## src/rtl/uart_pkg.sv

```systemverilog
// Shared definitions for the oversampling UART receiver: parity modes,
// receiver state encoding and divisor/width helpers.
package uart_pkg;

  localparam int PAR_NONE = 0;
  localparam int PAR_ODD  = 1;
  localparam int PAR_EVEN = 2;

  typedef enum logic [2:0] {
    S_IDLE,
    S_START,
    S_DATA,
    S_PARITY,
    S_STOP,
    S_RECOVER
  } rxState_t;

  // Clocks per oversample tick, truncated.
  function automatic int calcDiv(input int clockRate, input int baudRate, input int oversample);
    return clockRate / (baudRate * oversample);
  endfunction

  // Bits needed to hold the values 0..n-1 (at least one bit).
  function automatic int cntWidth(input int n);
    return (n <= 2) ? 1 : $clog2(n);
  endfunction

endpackage

```

## src/rtl/uart_baud_tick.sv

```systemverilog
// Oversample tick generator: one-cycle tick every DIV clocks, phase reset by
// a synchronous restart so ticks line up with the start edge of a frame.
module uart_baud_tick
  import uart_pkg::*;
#(
  parameter int DIV = 78
) (
  input  logic clk,
  input  logic reset,
  input  logic restart,
  output logic tick
);

  localparam int W = cntWidth(DIV);
  localparam logic [W-1:0] LAST = W'(DIV - 1);

  logic [W-1:0] cnt;

  // NOTE: sequential state uses non-blocking assignments only, so every flop
  // samples the values from before the clock edge.
  always_ff @(posedge clk or negedge reset) begin
    if (!reset) begin
      cnt  <= '0;
      tick <= 1'b0;
    end else if (restart) begin
      cnt  <= '0;
      tick <= 1'b0;
    end else if (cnt == LAST) begin
      cnt  <= '0;
      tick <= 1'b1;
    end else begin
      cnt  <= cnt + W'(1);
      tick <= 1'b0;
    end
  end

endmodule

```

## src/rtl/uart_rx_os.sv

```systemverilog
// Oversampling UART receiver: configurable 5-9 data bits, none/odd/even parity,
// 1 or 2 stop bits, majority-vote mid-bit sampling, framing/parity/break flags.
module uart_rx_os
  import uart_pkg::*;
#(
  parameter int CLOCK_RATE = 12000000,
  parameter int BAUD_RATE  = 9600,
  parameter int OVERSAMPLE = 16,
  parameter int DATA_BITS  = 8,
  parameter int PARITY     = 0,
  parameter int STOP_BITS  = 1
) (
  input  logic                 clk,
  input  logic                 reset,
  input  logic                 rxEn,
  input  logic                 rxIn,
  output logic                 rxBusy,
  output logic                 rxDone,
  output logic                 rxErr,
  output logic                 rxParityErr,
  output logic                 rxBreak,
  output logic [DATA_BITS-1:0] rxOut
);

  localparam int DIV = calcDiv(CLOCK_RATE, BAUD_RATE, OVERSAMPLE);
  localparam int SW  = cntWidth(OVERSAMPLE);
  localparam int BW  = cntWidth(DATA_BITS + 1);

  localparam logic [SW-1:0] TICK_A   = SW'(OVERSAMPLE / 2 - 1);
  localparam logic [SW-1:0] TICK_B   = SW'(OVERSAMPLE / 2);
  localparam logic [SW-1:0] TICK_C   = SW'(OVERSAMPLE / 2 + 1);
  localparam logic [SW-1:0] TICK_END = SW'(OVERSAMPLE - 1);
  localparam logic [BW-1:0] LAST_BIT = BW'(DATA_BITS);

  rxState_t             state;
  logic                 rxMeta, rxS;
  logic                 tick, baudRestart;
  logic [SW-1:0]        sampleCnt;
  logic [BW-1:0]        bitCnt;
  logic                 stopCnt;
  logic                 s0, s1;
  logic [DATA_BITS-1:0] dataSh;
  logic                 parBit;
  logic                 armed;
  logic                 recoverClr;
  logic                 vote, voteNow, bitEnd, parityBad;

  // Divider phase is held while idle, and while waiting out a low line in RECOVER.
  assign baudRestart = (state == S_IDLE) || (state == S_RECOVER && (!rxS || recoverClr));

  uart_baud_tick #(.DIV(DIV)) u_baudTick (
    .clk     (clk),
    .reset   (reset),
    .restart (baudRestart),
    .tick    (tick)
  );

  assign vote    = (s0 & s1) | (s0 & rxS) | (s1 & rxS);
  assign voteNow = tick && (sampleCnt == TICK_C);
  assign bitEnd  = tick && (sampleCnt == TICK_END);

  // NOTE: a default before the conditionals keeps this block free of latches.
  always_comb begin
    parityBad = 1'b0;
    if (PARITY == PAR_ODD)       parityBad = ~(^dataSh ^ parBit);
    else if (PARITY == PAR_EVEN) parityBad = ^dataSh ^ parBit;
  end

  always_ff @(posedge clk or negedge reset) begin
    if (!reset) begin
      rxMeta <= 1'b1;
      rxS    <= 1'b1;
    end else begin
      rxMeta <= rxIn;
      rxS    <= rxMeta;
    end
  end

  always_ff @(posedge clk or negedge reset) begin
    if (!reset) begin
      state       <= S_IDLE;
      rxBusy      <= 1'b0;
      rxDone      <= 1'b0;
      rxErr       <= 1'b0;
      rxParityErr <= 1'b0;
      rxBreak     <= 1'b0;
      rxOut       <= '0;
      sampleCnt   <= '0;
      bitCnt      <= '0;
      stopCnt     <= 1'b0;
      s0          <= 1'b1;
      s1          <= 1'b1;
      dataSh      <= '0;
      parBit      <= 1'b0;
      armed       <= 1'b0;
      recoverClr  <= 1'b0;
    end else begin
      rxDone      <= 1'b0;
      rxErr       <= 1'b0;
      rxParityErr <= 1'b0;
      rxBreak     <= 1'b0;
      recoverClr  <= 1'b0;
      // A start needs a falling edge seen while enabled, not just a low line.
      armed <= rxEn & (armed | rxS);

      if (tick && sampleCnt == TICK_A) s0 <= rxS;
      if (tick && sampleCnt == TICK_B) s1 <= rxS;
      if (tick) sampleCnt <= bitEnd ? '0 : sampleCnt + SW'(1);

      if (!rxEn) begin
        state  <= S_IDLE;
        rxBusy <= 1'b0;
      end else begin
        case (state)
          S_IDLE: begin
            if (armed && !rxS) begin
              state     <= S_START;
              rxBusy    <= 1'b1;
              sampleCnt <= '0;
              bitCnt    <= '0;
              stopCnt   <= 1'b0;
              parBit    <= 1'b0;
            end
          end
          S_START: begin
            if (voteNow && vote) begin
              state  <= S_IDLE;
              rxBusy <= 1'b0;
            end else if (bitEnd) begin
              state <= S_DATA;
            end
          end
          S_DATA: begin
            if (voteNow) begin
              dataSh <= {vote, dataSh[DATA_BITS-1:1]};
              bitCnt <= bitCnt + BW'(1);
            end
            if (bitEnd && bitCnt == LAST_BIT)
              state <= (PARITY != PAR_NONE) ? S_PARITY : S_STOP;
          end
          S_PARITY: begin
            if (voteNow) parBit <= vote;
            if (bitEnd)  state  <= S_STOP;
          end
          S_STOP: begin
            if (voteNow) begin
              if (!vote) begin
                // Abort at the first low stop vote; an all-zero frame is a break.
                state      <= S_RECOVER;
                recoverClr <= 1'b1;
                sampleCnt  <= '0;
                if (dataSh == '0 && !parBit && !stopCnt) rxBreak <= 1'b1;
                else                                    rxErr   <= 1'b1;
              end else if (stopCnt == 1'(STOP_BITS - 1)) begin
                state       <= S_IDLE;
                rxBusy      <= 1'b0;
                rxDone      <= 1'b1;
                rxParityErr <= parityBad;
                rxOut       <= dataSh;
              end else begin
                stopCnt <= 1'b1;
              end
            end
          end
          S_RECOVER: begin
            if (!rxS) begin
              sampleCnt <= '0;
            end else if (bitEnd) begin
              state  <= S_IDLE;
              rxBusy <= 1'b0;
            end
          end
          default: begin
            state  <= S_IDLE;
            rxBusy <= 1'b0;
          end
        endcase
      end
    end
  end

endmodule

```

## config.mk

```make
export PLATFORM = sky130hd
export DESIGN_NAME = uart_rx_os
export DESIGN_NICKNAME = d
export VERILOG_FILES = /design/src/rtl/uart_pkg.sv /design/src/rtl/uart_baud_tick.sv /design/src/rtl/uart_rx_os.sv
export SDC_FILE = /design/constraint.sdc
export NUM_CORES = 1
export LEC_CHECK = 0
export CORE_ASPECT_RATIO = 2
export CORE_UTILIZATION = 40
export DETAILED_ROUTE_END_ITERATION = 8
export PLACE_DENSITY = 0.57
export SLEW_MARGIN = 40
export SYNTH_ARGS = -nofsm -noshare
export SYNTH_HDL_FRONTEND = slang
export SYNTH_SLANG_ARGS = --single-unit
```

## constraint.sdc

```tcl
create_clock -name clk -period 3.5 [get_ports clk]
set_input_delay 0.7 -clock clk [delete_from_list [all_inputs] [get_ports clk]]
set_output_delay 0.7 -clock clk [all_outputs]
set_load 0.01 [all_outputs]
```

==> results of run 1 <==
[registers in the layout, indices dropped and copies added, names as in the netlist, 3 cells and up]
signal          flops
dataSh              8
rxOut               8
u_baudTick.cnt      7
bitCnt              4
sampleCnt           4
state               3
[placed cells by master (no fill, tap or decap), types with 3 or more instances in the layout]
master / synthesis / final
nor3_1: 3 / 3
mux2_2: 3 / 3
xnor2_1: 6 / 6
dfrtp_1: 42 / 42
mux2_1: 16 / 16
xor2_1: 3 / 3
clkbuf_8: 0 / 6
ha_1: 7 / 7
nor2_1: 22 / 22
dfstp_2: 4 / 4
clkdlybuf4s50_1: 0 / 14
nand2_1: 9 / 9
nand3_1: 6 / 6
a21oi_1: 5 / 5
inv_1: 9 / 9
nor2b_1: 4 / 4
nand4b_1: 3 / 3
[cell usage after synthesis, drive strengths merged (2+ instances only)]
| library cell | number |
|---|---|
| and3b | 2 |
| xor2 | 3 |
| nand3 | 7 |
| dfrtp | 42 |
| buf | 7 |
| inv | 10 |
| nand2 | 9 |
| nand4b | 3 |
| dfstp | 4 |
| ha | 7 |
| nand2b | 2 |
| mux2 | 19 |
| o21ai | 5 |
| nor3 | 5 |
| nor4 | 3 |
| nand4 | 3 |
| a311o | 2 |
| o2bb2ai | 2 |
| clkbuf | 2 |
| o21a | 2 |
| xnor2 | 6 |
| a21oi | 5 |
| nor2b | 4 |
| nor2 | 24 |
[stage by stage]
stage	worst slack (ns)	instances	util [%]	area (um^2)
6_report	1.274	273	46.70	2554
5_1_grt	1.225	273	46.70	2554
4_1_cts	1.283	273	46.70	2554
3_5_place_dp	0.9672	265	44.97	2459
3_3_place_gp	0.9937	265	44.92	2456
2_1_floorplan	1.639	199	-	2295
[per-layer routing]
layer	routed length [um]	global-route usage, %
met5	0	0
met4	134	8.750
met3	180	4.626
met2	2521	31.58
met1	1783	17.47
[layout make-up]
cell class	instances	area (um^2)	share of cell area, %
repair buffers	15	147.6	5.781
inverters	10	37.54	1.470
clock inverters	2	12.51	0.4900
flip-flops and latches	46	1156	45.27
well taps	60	75.07	2.940
multi-input cells	134	1042	40.81
clock buffers	6	82.58	3.234
[power by group through the flow]
stage          Sequential, mW  Combinational (mW)  Clock, mW
2_1_floorplan           0.640               0.282          0
3_3_place_gp            0.692               0.298          0
3_5_place_dp            0.698               0.301          0
4_1_cts                 0.687               0.304      0.351
5_1_grt                 0.702               0.341      0.366
6_report                0.690               0.299      0.341
[worst reg2reg max path, stage by stage (launching register included)]
cell,delay [ns]
dfrtp_1,0.43
inv_1,0.10
ha_1,0.16
and4b_1,0.45
nand3_4,0.17
nor2_8,0.23
mux2_1,0.36
[cells by family after synthesis]
group / synth area share (%)
simple gates: 19.30
other cells: 0.1634
flops: 50.38
xor+xnor: 3.435
buf+inv: 4.198
compound gates: 8.507
mux: 9.760
fa+ha+maj: 4.253
[worst paths after layout]
path	slack (ns)	endpoint	depth (start not counted)
min in group asynchronous	0.39	u_baudTick.cnt[6]	1
max in group asynchronous	2.73	bitCnt[1]	1
min	0.36	rxS	0
min reg2reg	0.36	rxS	0
max reg2reg	1.47	dataSh[3]	6
max	1.27	state[1]	5
==> summary.md, run 1 <==
| Metric | Value |
|---|---|
| IO Pins | `17` |
| Leak | `1.167 nW` |
| WL per Instance | `16.92 um` |
| Fin. max-slew vios | `0` |
| Slowest stage delay, CP | `0.70 ns` |
| Post-synth top area share | `45.80%` |
| DP HPWL | `3.414 mm` |
| Final nets | `223` |
| Antenna Cells | `0` |
| Post-synthesis async set-or-reset flop share | `100.0%` |
| Gate count of the mapped netlist | `199` |
| Final setup fails | `0` |
| Max_slew headroom | `59.81%` |
| CP endpoint kind | `flop` |
| Final Hold Fails | `0` |
| GR Overflow Total | `0` |
| Fmax | `449.3 MHz` |
| Combinational share of power | `22.5%` |
| First-pass GRT wire length | `8.017 mm` |
| Drt first pass iters | `4` |
| Critical Path, Cell by Cell | `clkdlybuf4s50_1 -> or3b_4 -> a311o_1 -> nand3_1 -> o32ai_1` |
| CTS H-tree depth | `2` |
| Syn Nets | `210` |
| Power density cells | `520.8 nW/um^2` |
| Cts bufs inserted | `5` |
| Hold path startpoint | `rxMeta` |
| Critical path class | `input pin to flop` |
| Initial Util | `41.97%` |
| Worst-Skew Late Latency | `0.31 ns` |
| Highest-delay cell along the critical path | `clkdlybuf4s50_1` |
| VDD IR max | `406.9 uV` |
| Rows | `38` |
| Longest Clk Path Bufs | `2` |
| Crit path buf inv count | `1` |
| Final Total Pwr | `1.330 mW` |
| Clock power share | `25.7%` |
| Post-route ant nets | `0` |
| Seq/Total Area, Yosys | `50.38%` |
| Crit path launch type | `input pin` |
| CP startpoint | `rxEn` |
| Area Overhead vs Synth | `11.29%` |
| Initial antenna violation count | `0` |
| Root buffer cell | `clkbuf_8` |
| Synth area leader | `dfrtp_1` |
| Number of global-route vias before repair | `1625` |
| Largest cells by area after synthesis | `dfrtp_1 46%, mux2_1 7.9%, dfstp_2 4.6%, ha_1 3.8%, nor2_1 3.6%` |
| Fill cells | `512` |
| Area of the mapped netlist | `2295 um^2` |
| Die H | `109.1 um` |
| Post-synth EDFFs | `0` |
| Die Span X | `55.56 um` |
| RSZ-0062 raised after global routing | `false` |
| Post-CTS Hold Fix Bufs | `0` |
| Setup tns final | `0 ns` |
| Via count | `1505` |
| Clock Skew | `0.007056 ns` |
| Worst-Margin Slew | `0.6028 ns` |
| Max-cap violations | `0` |
| Port Buf Inserts | `15` |
| CORE AREA | `5468 um^2` |
| Sw Share | `35.04%` |
| Fin crit share | `63.59%` |
| DRC | `0` |
| Global placement routability congestion | `0.8375` |
| CTS-repair resized insts | `0` |
| Vias/cell | `5.513` |
| DRT Wirelength | `4.620 mm` |
| Pint | `0.8640 mW` |
| Crit path DAT | `2.40 ns` |
| Avg Inst Size Synth | `11.53 um^2` |
| Die ar. | `6062 um^2` |
| Worst hold margin | `0.3589 ns` |
| Total net switching power | `0.4660 mW` |
| Yosys cell types | `58` |
| TritonCTS clock tree | `built` |
| Delay-heaviest family, CP | `buffers and inverters` |
| Ys flop type | `dfrtp_1` |
| Hold/Removal Path Class | `flop to flop` |
| Number of synthesized register bits | `46` |
| Status | `completed` |
| Max FO, Critical Path | `9` |
| Worst EP required | `3.68 ns` |
| GRT Total Usage | `17.15%` |
| YS warnings | `0` |
| Clock Pin Slew Worst Setup and Hold Paths | `0.09 ns` |
| Flop pwr share | `51.9%` |
| Reg-to-reg startpoint | `sampleCnt[1]` |
| Initial drt markers | `56` |
| Post-CTS Setup Inserts | `0` |
| Minimum clock period | `2.226 ns` |
| Largest net degree at the start of global routing | `47` |
| CTS sink cnt | `46` |
| Proportion of layout cells with a drive suffix above 1 | `13.15%` |
Power figures use the tool's default switching activity.
==> run 2: changes to the inputs <==
clock period = 2.07 ns   (was 3.5 ns; I/O delays follow)
==> run 2 against run 1 <==
Global-route usage rose by 0.41 points. Clock power grew 94%. Power rose by 78%. Combinational power up 84%. Critical path type is now flop to flop. Largest cell class unchanged. Highest routed layer unchanged.
==> summary.md, run 2 (synthesis gave the netlist of run 1 again) <==
| Metric | Value |
|---|---|
| Met2 Use GR | `32.53% (+0.95 points)` |
| Largest net degree at the start of global routing | `47 (unchanged)` |
| CP endpoint kind | `flop` |
| Crit path launch type | `flop` |
| Critical Path, Cell by Cell | `inv_1 -> ha_1 -> and4b_2 -> nand3_4 -> nor2_8 -> mux2_1` |
| Worst R2R Path Depth | `6 (unchanged)` |
| Die Span X | `55.56 um (unchanged)` |
| Crit path buf inv count | `1 (unchanged)` |
| Clock Pin Slew Worst Setup and Hold Paths | `0.09 ns (about the same)` |
| Port Buf Inserts | `15 (unchanged)` |
| Slowest stage delay, CP | `0.44 ns (-0.26 ns)` |
| Largest registers | `dataSh (8), rxOut (8), u_baudTick.cnt (7)` |
| Clock Skew | `0.008587 ns (+0.001531 ns)` |
| Fill cells | `487 (-4.9%)` |
| Reg area | `1156 um^2 (unchanged)` |
| TritonCTS clock tree | `built` |
| Fin. max-slew vios | `0 (unchanged)` |
| Root buffer cell | `clkbuf_8` |
| Worst-Skew Late Latency | `0.30 ns (about the same)` |
| Vias/cell | `5.525 (+0.22%)` |
| Crit path DAT | `2.11 ns (-0.29 ns)` |
| Longest Clk Path Bufs | `2 (unchanged)` |
| CTS sink cnt | `46 (unchanged)` |
| Minimum clock period | `1.934 ns` |
| Fin crit share | `93.44%` |
| CORE AREA | `5468 um^2 (unchanged)` |
| Final Hold Fails | `0 (unchanged)` |
| Number of global-route vias before repair | `1687 (+3.8%)` |
| R2r endpoint | `dataSh[0]` |
| VDD IR max | `603.8 uV (+48%)` |
| Worst EP required | `2.25 ns (-1.43 ns)` |
| Cts bufs inserted | `5 (unchanged)` |
| CTS H-tree depth | `2 (unchanged)` |
| Drt first pass iters | `4 (unchanged)` |
| GRT met3 Usage | `2.491% (-2.1 points)` |
| Hold/Removal Path Class | `input pin to asynchronous set/reset pin` |
| Rows | `38 (unchanged)` |
| Final nets | `230 (+3.1%)` |
| R2R Setup Slk | `0.14 ns (-1.33 ns)` |
| Proportion of layout cells with a drive suffix above 1 | `16.36% (+3.2 points)` |
| Highest-delay cell along the critical path | `dfrtp_1` |
| DP HPWL | `3.479 mm (+1.9%)` |
| GR Overflow Total | `0 (unchanged)` |
| Multi-input gate area | `1044 um^2 (+0.12%)` |
| Finished Cell Area | `2619 um^2 (+2.5%)` |
| Max_slew headroom | `61.15% (+1.3 points)` |
| Initial antenna violation count | `0 (unchanged)` |
| Power density cells | `904.6 nW/um^2 (+74%)` |
| Delay-heaviest family, CP | `simple AND/OR/NAND/NOR gates` |
| Status | `completed` |
| Die ar. | `6062 um^2 (unchanged)` |
| IO Pins | `17 (unchanged)` |
| RSZ-0062 raised after global routing | `false` |
| Max FO, Critical Path | `9 (unchanged)` |
| Commonest non-fill, non-tap cell in the layout | `dfrtp_1` |
| Fmax | `517.0 MHz` |
| Global placement routability congestion | `0.8300 (-0.90%)` |
| Post-route ant nets | `0 (unchanged)` |
| Placement Cell Area | `2509 um^2 (+2.0%)` |
| DRT Wirelength | `4.749 mm (+2.8%)` |
| Initial drt markers | `39 (-30%)` |
| Met1 usage | `18.82% (+1.3 points)` |
| Antenna Cells | `0 (unchanged)` |
| Die H | `109.1 um (unchanged)` |
| Critical path class | `flop to flop` |
| DRC | `0 (unchanged)` |
| WL per Instance | `16.96 um (+0.22%)` |
| Via count | `1547 (+2.8%)` |
| Most frequent cells in the layout | `42 x dfrtp_1, 22 x nor2_1, 16 x mux2_1` |
| Worst-Margin Slew | `0.5828 ns (-0.02002 ns)` |
| First-pass GRT wire length | `8.148 mm (+1.6%)` |
| Reg-to-reg startpoint | `sampleCnt[1]` |
| Most crowded layer after global routing | `met2` |
| Final setup fails | `0 (unchanged)` |
| Post-CTS Setup Inserts | `0 (unchanged)` |
| Setup tns final | `0 ns (unchanged)` |
| Worst hold margin | `0.1976 ns (-0.1613 ns)` |
| GRT Total Usage | `17.57% (+0.41 points)` |
| Area Overhead vs Synth | `14.12%` |
| Leak | `1.212 nW (+3.8%)` |
| Max-cap violations | `0 (unchanged)` |
| Initial Util | `41.97% (unchanged)` |
==> run 2: cell types whose count changed in the layout (fill, tap and decap cells not counted), sizes merged <==
cell and delta:
bufinv +1, clkinvlp -1, buf +7, clkbuf -1, clkinv +1
==> run 2: repair_timing <==
action	in CTS	in global routing
setup endpoints to repair	0	15
gates resized for setup	0	1
hold buffers	0	0
endpoints found under the hold margin	0	0
==> run 2: per-stage QoR <==
stage	util, %	power (mW)	instances	setup WS, ns
after global routing	47.89	2.493	280	0.01914
final	47.89	2.369	280	0.1358
after global placement	45.88	1.697	272	0.06779
after floorplan	-	1.558	199	0.4035
after CTS	47.87	2.381	280	0.03367
after detailed placement	45.88	1.719	272	0.04399
==> run 2: final cells by class <==
cell class                      count  area share (%)
Timing Repair Buffer               22           7.549
Sequential cell                    46           44.15
Clock buffer                        5           2.628
Tap cell                           60           2.867
Inverter                           10           1.433
Clock inverter                      3           1.529
Multi-Input combinational cell    134           39.85
==> run 2: how the worst max path moves through the flow <==
stage                     end          from  cells past startpoint  slack [ns]
finish              dataSh[0]  sampleCnt[1]                      6        0.14
global route        dataSh[2]  sampleCnt[1]                      6        0.02
CTS                 dataSh[0]  sampleCnt[1]                      6        0.03
detailed placement   state[1]          rxEn                      5        0.04
global placement     state[1]          rxEn                      5        0.07
floorplan              parBit  sampleCnt[1]                      7        0.40
==> run 2: metal layers <==
metal  wire, um  part of all wire [%]
met4        175                   3.7
met3        143                   3.0
met1       1886                    40
met2       2544                    54
met5          0                     0
==> run 2: where the power goes <==
group          switching (mW)  leakage, nW  internal [mW]  total (mW)
Clock                   0.306       0.0579          0.356       0.662
Combinational           0.319        0.532          0.230       0.549
Sequential              0.174        0.621          0.984        1.16
==> run 3: changes to the inputs <==
GPL_ROUTABILITY_DRIVEN = 1   (was not set)
==> results of run 3 <==
The final DEF is identical to that of run 2; final timing and power are the same.
